## src/rtl/mips_pkg.sv

```systemverilog
// Shared MIPS core definitions: fetch FSM encoding, reset vector, instruction field widths.
package mips_pkg;

  localparam logic [31:0] RESET_VECTOR_DEFAULT = 32'h0000_0000;
  localparam int          INSTR_INDEX_W        = 26;

  typedef enum logic [1:0] {
    ST_FETCH  = 2'd0,
    ST_SQUASH = 2'd1,
    ST_HOLD   = 2'd2,
    ST_TRAP   = 2'd3
  } fetch_state_e;

  // J/JAL target: region bits come from PC+4 of the jump.
  function automatic logic [31:0] jump_target(input logic [31:0]              pc_s,
                                               input logic [INSTR_INDEX_W-1:0] idx);
    return {pc_s[31:28], idx, 2'b00};
  endfunction

endpackage

```

## src/rtl/next_pc_sel.sv

```systemverilog
// Redirect priority mux (JR > JUMP > BRANCH) with target misalignment check.
module next_pc_sel
  import mips_pkg::*;
(
  input  logic [31:0]              pc_s,
  input  logic                     branch_taken,
  input  logic [31:0]              branch_target,
  input  logic                     jump,
  input  logic [INSTR_INDEX_W-1:0] jump_index,
  input  logic                     jr,
  input  logic [31:0]              jr_target,
  output logic                     redirect,
  output logic [31:0]              target,
  output logic                     target_misaligned
);

  always_comb begin
    redirect = jr | jump | branch_taken;
    if (jr) begin
      target = jr_target;
    end else if (jump) begin
      target = jump_target(pc_s, jump_index);
    end else begin
      target = branch_target;
    end
    target_misaligned = redirect && (target[1:0] != 2'b00);
  end

endmodule

```

## src/rtl/pc_fetch_ctrl.sv

```systemverilog
// IF-stage control: PC register, imem req/ack handshake, IF/ID instruction register.
// Wrong-path fetches are squashed; stalls park an acknowledged word in a one-entry buffer.
module pc_fetch_ctrl
  import mips_pkg::*;
#(
  parameter logic [31:0] RESET_VECTOR = RESET_VECTOR_DEFAULT
) (
  input  logic                     CLK,
  input  logic                     RST_N,
  output logic [31:0]              PC,
  input  logic [31:0]              PC_S,
  input  logic                     BRANCH_TAKEN,
  input  logic [31:0]              BRANCH_TARGET,
  input  logic                     JUMP,
  input  logic [INSTR_INDEX_W-1:0] JUMP_INDEX,
  input  logic                     JR,
  input  logic [31:0]              JR_TARGET,
  input  logic                     STALL,
  output logic                     IMEM_REQ,
  input  logic                     IMEM_ACK,
  input  logic [31:0]              IMEM_RDATA,
  output logic [31:0]              INSTR,
  output logic                     INSTR_VALID,
  output logic [31:0]              PC_PLUS4,
  output logic                     MISALIGNED
);

  fetch_state_e state_q, state_d;
  logic [31:0]  pc_q, pc_d;
  logic [31:0]  instr_q, instr_d;
  logic         vld_q, vld_d;
  logic [31:0]  pcp4_q, pcp4_d;
  logic [31:0]  pend_q, pend_d;
  logic [31:0]  buf_q, buf_d;
  logic         mis_q, mis_d;

  logic         redirect;
  logic [31:0]  target;
  logic         target_mis;

  next_pc_sel u_sel (
    .pc_s              (PC_S),
    .branch_taken      (BRANCH_TAKEN),
    .branch_target     (BRANCH_TARGET),
    .jump              (JUMP),
    .jump_index        (JUMP_INDEX),
    .jr                (JR),
    .jr_target         (JR_TARGET),
    .redirect          (redirect),
    .target            (target),
    .target_misaligned (target_mis)
  );

  always_comb begin
    state_d = state_q;
    pc_d    = pc_q;
    instr_d = instr_q;
    vld_d   = vld_q;
    pcp4_d  = pcp4_q;
    pend_d  = pend_q;
    buf_d   = buf_q;
    mis_d   = mis_q;

    // A misaligned redirect wins over everything and parks the stage until reset.
    if (state_q != ST_TRAP && target_mis) begin
      state_d = ST_TRAP;
      vld_d   = 1'b0;
      mis_d   = 1'b1;
    end else begin
      case (state_q)
        ST_FETCH: begin
          if (redirect) begin
            vld_d = 1'b0;
            if (IMEM_ACK) begin
              pc_d = target;
            end else begin
              pend_d  = target;
              state_d = ST_SQUASH;
            end
          end else if (IMEM_ACK) begin
            if (STALL) begin
              buf_d   = IMEM_RDATA;
              state_d = ST_HOLD;
            end else begin
              instr_d = IMEM_RDATA;
              vld_d   = 1'b1;
              pcp4_d  = PC_S;
              pc_d    = PC_S;
            end
          end else if (!STALL) begin
            vld_d = 1'b0;
          end
        end
        ST_SQUASH: begin
          // PC must stay put until the outstanding request is acknowledged.
          vld_d = 1'b0;
          if (IMEM_ACK) begin
            pc_d    = redirect ? target : pend_q;
            state_d = ST_FETCH;
          end else if (redirect) begin
            pend_d = target;
          end
        end
        ST_HOLD: begin
          if (redirect) begin
            pc_d    = target;
            vld_d   = 1'b0;
            state_d = ST_FETCH;
          end else if (!STALL) begin
            instr_d = buf_q;
            vld_d   = 1'b1;
            pcp4_d  = PC_S;
            pc_d    = PC_S;
            state_d = ST_FETCH;
          end
        end
        default: begin
          vld_d = 1'b0;
          mis_d = 1'b1;
        end
      endcase
    end
  end

  always_ff @(posedge CLK) begin
    if (!RST_N) begin
      state_q <= ST_FETCH;
      pc_q    <= RESET_VECTOR;
      instr_q <= 32'h0;
      vld_q   <= 1'b0;
      pcp4_q  <= 32'h0;
      pend_q  <= 32'h0;
      buf_q   <= 32'h0;
      mis_q   <= 1'b0;
    end else begin
      state_q <= state_d;
      pc_q    <= pc_d;
      instr_q <= instr_d;
      vld_q   <= vld_d;
      pcp4_q  <= pcp4_d;
      pend_q  <= pend_d;
      buf_q   <= buf_d;
      mis_q   <= mis_d;
    end
  end

  assign IMEM_REQ    = (state_q == ST_FETCH) || (state_q == ST_SQUASH);
  assign PC          = pc_q;
  assign INSTR       = instr_q;
  assign INSTR_VALID = vld_q;
  assign PC_PLUS4    = pcp4_q;
  assign MISALIGNED  = mis_q;

endmodule

```

## config.mk

```make
export PLATFORM = sky130hd
export DESIGN_NAME = pc_fetch_ctrl
export DESIGN_NICKNAME = d
export VERILOG_FILES = /design/src/rtl/mips_pkg.sv /design/src/rtl/next_pc_sel.sv /design/src/rtl/pc_fetch_ctrl.sv
export SDC_FILE = /design/constraint.sdc
export NUM_CORES = 1
export LEC_CHECK = 0
export BUFFER_PORTS_ARGS = -buffer_cell sky130_fd_sc_hd__buf_2
export CAP_MARGIN = 20
export CORE_MARGIN = 2
export CORE_UTILIZATION = 25
export DETAILED_ROUTE_END_ITERATION = 7
export GPL_TIMING_DRIVEN = 0
export PLACE_DENSITY = 0.53
export SLEW_MARGIN = 30
export SYNTH_ARGS = -nofsm -noshare
export SYNTH_HDL_FRONTEND = slang
export SYNTH_SLANG_ARGS = --single-unit
export TNS_END_PERCENT = 100
```

## constraint.sdc

```tcl
create_clock -name CLK -period 2.9 [get_ports CLK]
set_input_delay 0.29 -clock CLK [delete_from_list [all_inputs] [get_ports CLK]]
set_output_delay 0.29 -clock CLK [all_outputs]
set_load 0.01 [all_outputs]
```

==> flow_summary.ini <==
[synth]
synth_cells = 939
avgSynthCellArea_um2 = 8.44
synth-seq-cells = 164
ys_warn_count = 0
synth.cell_area_um2 = 7930
syn_nets = 1105
yosysSeqAreaShare_pct = 41.4
synth.distinct_cells = 37

[setup_path]
startpoint = state_q[1]$_SDFFE_PN0P_
rrSetupSlack_ps = 520
ff2ff_path_depth = 9
crit_type = reg2out
end_kind = output pin
path_max_fanout = 10
cp-start-kind = register
cp-endpoint = IMEM_REQ
regToRegStartpoint = state_q[0]$_SDFFE_PN0P_
crit_required_ps = 2610
arrival_ps = 2370
r2r-end = PC_PLUS4[21]$_SDFFE_PN0P_

[timing]
fin_skew_ps = 10.2
hold_viol = 0
whs_ps = 103
rsz0062_at_grt = no
min_period_over_period_pct = 91.9
worst_pin_slew_ps = 874
fin_setup_tns_ps = 0
max_freq_mhz = 375
drv_slew = 0
finalSetupViolCount = 0
slew_headroom_pct = 41.7
post-route-min-period_ps = 2660

[power]
power.leakage_nw = 4.74
ir_drop_v = 0.000309
p_per_area_nw_per_um2 = 647

[worst_hold_path]
hold_path.class = in2reg

[global_routing]
grt_overflow = 0
antenna_found_initial = 6
grt_pass1_vias = 7403
grt_max_degree = 18
grt_usage_pct = 17.3
grt_pass1_wl_mm = 43.9

[place]
place_congestion = 0.787
port_buffers = 258
place_hpwl_mm = 22.0

[cts]
cts-root-buf = clkbuf_16
cts_tree = built
holdBufCountCts = 0
numCtsBuffers = 17
post-cts-setup-buffers = 0
cts_sinks = 164
htreeDepth = 4
cts_buffer_depth = 2
clk_latency_ps = 430
clkTransAtPathRegs_ps = 80
cts-resized-gates = 0

[cells_and_area]
final_layout_size_suffix_gt1_share_pct = 26.3
syn_to_final_growth_pct = 30.3
layout.nets = 1382

[die]
initial_core_util_pct = 25.2
ios = 260
dieArea_um2 = 33100
num_rows = 65
die_y_um = 182
die_w_um = 182
core_um2 = 31400

[routing]
routed.top_layer = met5
wire_per_inst_um = 17.8
drc = 0
viasPerCell = 4.71
dr.first_iter.drc_count = 400
vias = 7705
wl_met1_mm = 12.9
route.met3.wl_mm = 2.57
drt-pass1-iter-count = 6
wl_met2_mm = 13.2
antenna_left = 0
postRouteWirelength_mm = 29.1

[job]
maxCapViolCount = 0

[run_status]
status = finished clean
## metrics by stage
step / util (%) / setup slack (ps) / power, mW / area (um2) / std cells
6_report: 32.9 / 236 / 6.68 / 10300 / 1637
2_1_floorplan: - / 1090 / 3.76 / 7930 / 939
3_5_place_dp: 31.0 / 398 / 4.42 / 9720 / 1599
3_3_place_gp: 31.0 / 409 / 4.40 / 9720 / 1599
4_1_cts: 32.8 / 186 / 6.77 / 10300 / 1631
5_1_grt: 32.8 / 87.2 / 7.03 / 10300 / 1632
## cells by family after synthesis
group,Yosys count,share of synthesized area (%)
muxes,128,16.2
DFF,164,41.4
buffers and inverters,90,4.86
adders and majority gates,5,0.789
and+or+nand+nor,348,18.4
AOI/OAI and AO/OA,204,18.4
## cell usage after synthesis (all sizes together)
| master | number | area share, % |
|---|---|---|
| mux2 | 1 | 0.14 |
| and3 | 1 | 0.079 |
| o21ai | 66 | 4.2 |
| o211a | 32 | 4.0 |
| nand4 | 34 | 2.7 |
| a31oi | 1 | 0.079 |
| a41oi | 1 | 0.11 |
| o21bai | 1 | 0.095 |
| o211ai | 34 | 3.2 |
| mux2i | 127 | 16 |
| a21boi | 64 | 6.1 |
| nand2b | 2 | 0.16 |
| o31a | 1 | 0.11 |
| nand2 | 294 | 14 |
| clkbuf | 53 | 2.5 |
| or2 | 1 | 0.079 |
| dfxtp | 164 | 41 |
| inv | 3 | 0.14 |
| or3 | 2 | 0.16 |
| ha | 5 | 0.79 |
| a21oi | 1 | 0.063 |
| nor2 | 4 | 0.19 |
| buf | 34 | 2.2 |
| nor3 | 4 | 0.46 |
| o2111ai | 1 | 0.19 |
| nand4bb | 2 | 0.28 |
| o21a | 1 | 0.095 |
| a41o | 1 | 0.13 |
| nor3b | 1 | 0.095 |
| nand3 | 1 | 0.063 |
| nor4b | 1 | 0.11 |
| and4 | 1 | 0.11 |
## routing by layer
layer / vias to the layer above / global-route usage, %
li1: 3828 / -
met1: 3577 / 21.8
met2: 271 / 28.4
met3: 25 / 5.89
met4: 4 / 4.19
met5: - / 0
## registers in the layout, summed over array words and instances, names as in the netlist
name / flops
INSTR: 32
INSTR_VALID: 1
MISALIGNED: 1
PC: 32
PC_PLUS4: 32
buf_q: 32
pend_q: 32
state_q: 2
## worst min-delay path by stage
| stage | from | end | depth (start not counted) |
|---|---|---|---|
| 2_1_floorplan | IMEM_RDATA[21] | buf_q[21]$_SDFFE_PN0P_ | 2 |
| 3_3_place_gp | PC_PLUS4[27]$_SDFFE_PN0P_ | PC_PLUS4[27]$_SDFFE_PN0P_ | 2 |
| 3_5_place_dp | PC_PLUS4[27]$_SDFFE_PN0P_ | PC_PLUS4[27]$_SDFFE_PN0P_ | 2 |
| 4_1_cts | IMEM_RDATA[22] | buf_q[22]$_SDFFE_PN0P_ | 3 |
| 5_1_grt | IMEM_RDATA[22] | buf_q[22]$_SDFFE_PN0P_ | 3 |
| 6_report | PC_S[15] | PC_PLUS4[15]$_SDFFE_PN0P_ | 3 |
## layout by cell type, fill, tap and decap left out, types with 6 or more instances in the layout
cell type    n
o211ai_1    34
nand4_1     34
o211a_1     32
o21ai_0     66
a21boi_1    38
nand2_1    294
dfxtp_1    164
clkbuf_16   17
buf_2      281
a21boi_0    26
mux2i_1    127
buf_1        6
diode_2      6
clkbuf_1    53
## power breakdown
| group | leakage (nW) | internal (mW) | switching (mW) |
|---|---|---|---|
| sequential | 1.33 | 2.45 | 0.103 |
| combinational | 3.12 | 0.732 | 1.06 |
| clock | 0.285 | 1.23 | 1.11 |
## worst max-delay path, stage by stage, from the launching register on
cell and delay [ps]:
dfxtp_1 360, inv_1 90, ha_1 130, buf_2 240
buf_1 690, or2_2 290, buf_2 140
## cell type report
type	instances	area, um2
Fill cell	3407	21100
Clock inverter	15	164
Buffer	87	374
Inverter	3	11.3
Antenna cell	6	15.0
Sequential cell	164	3280
Clock buffer	17	425
Multi-Input combinational cell	685	4260
Tap cell	402	503
Timing Repair Buffer	258	1290
No activity file was read; power rests on OpenSTA's default activity.
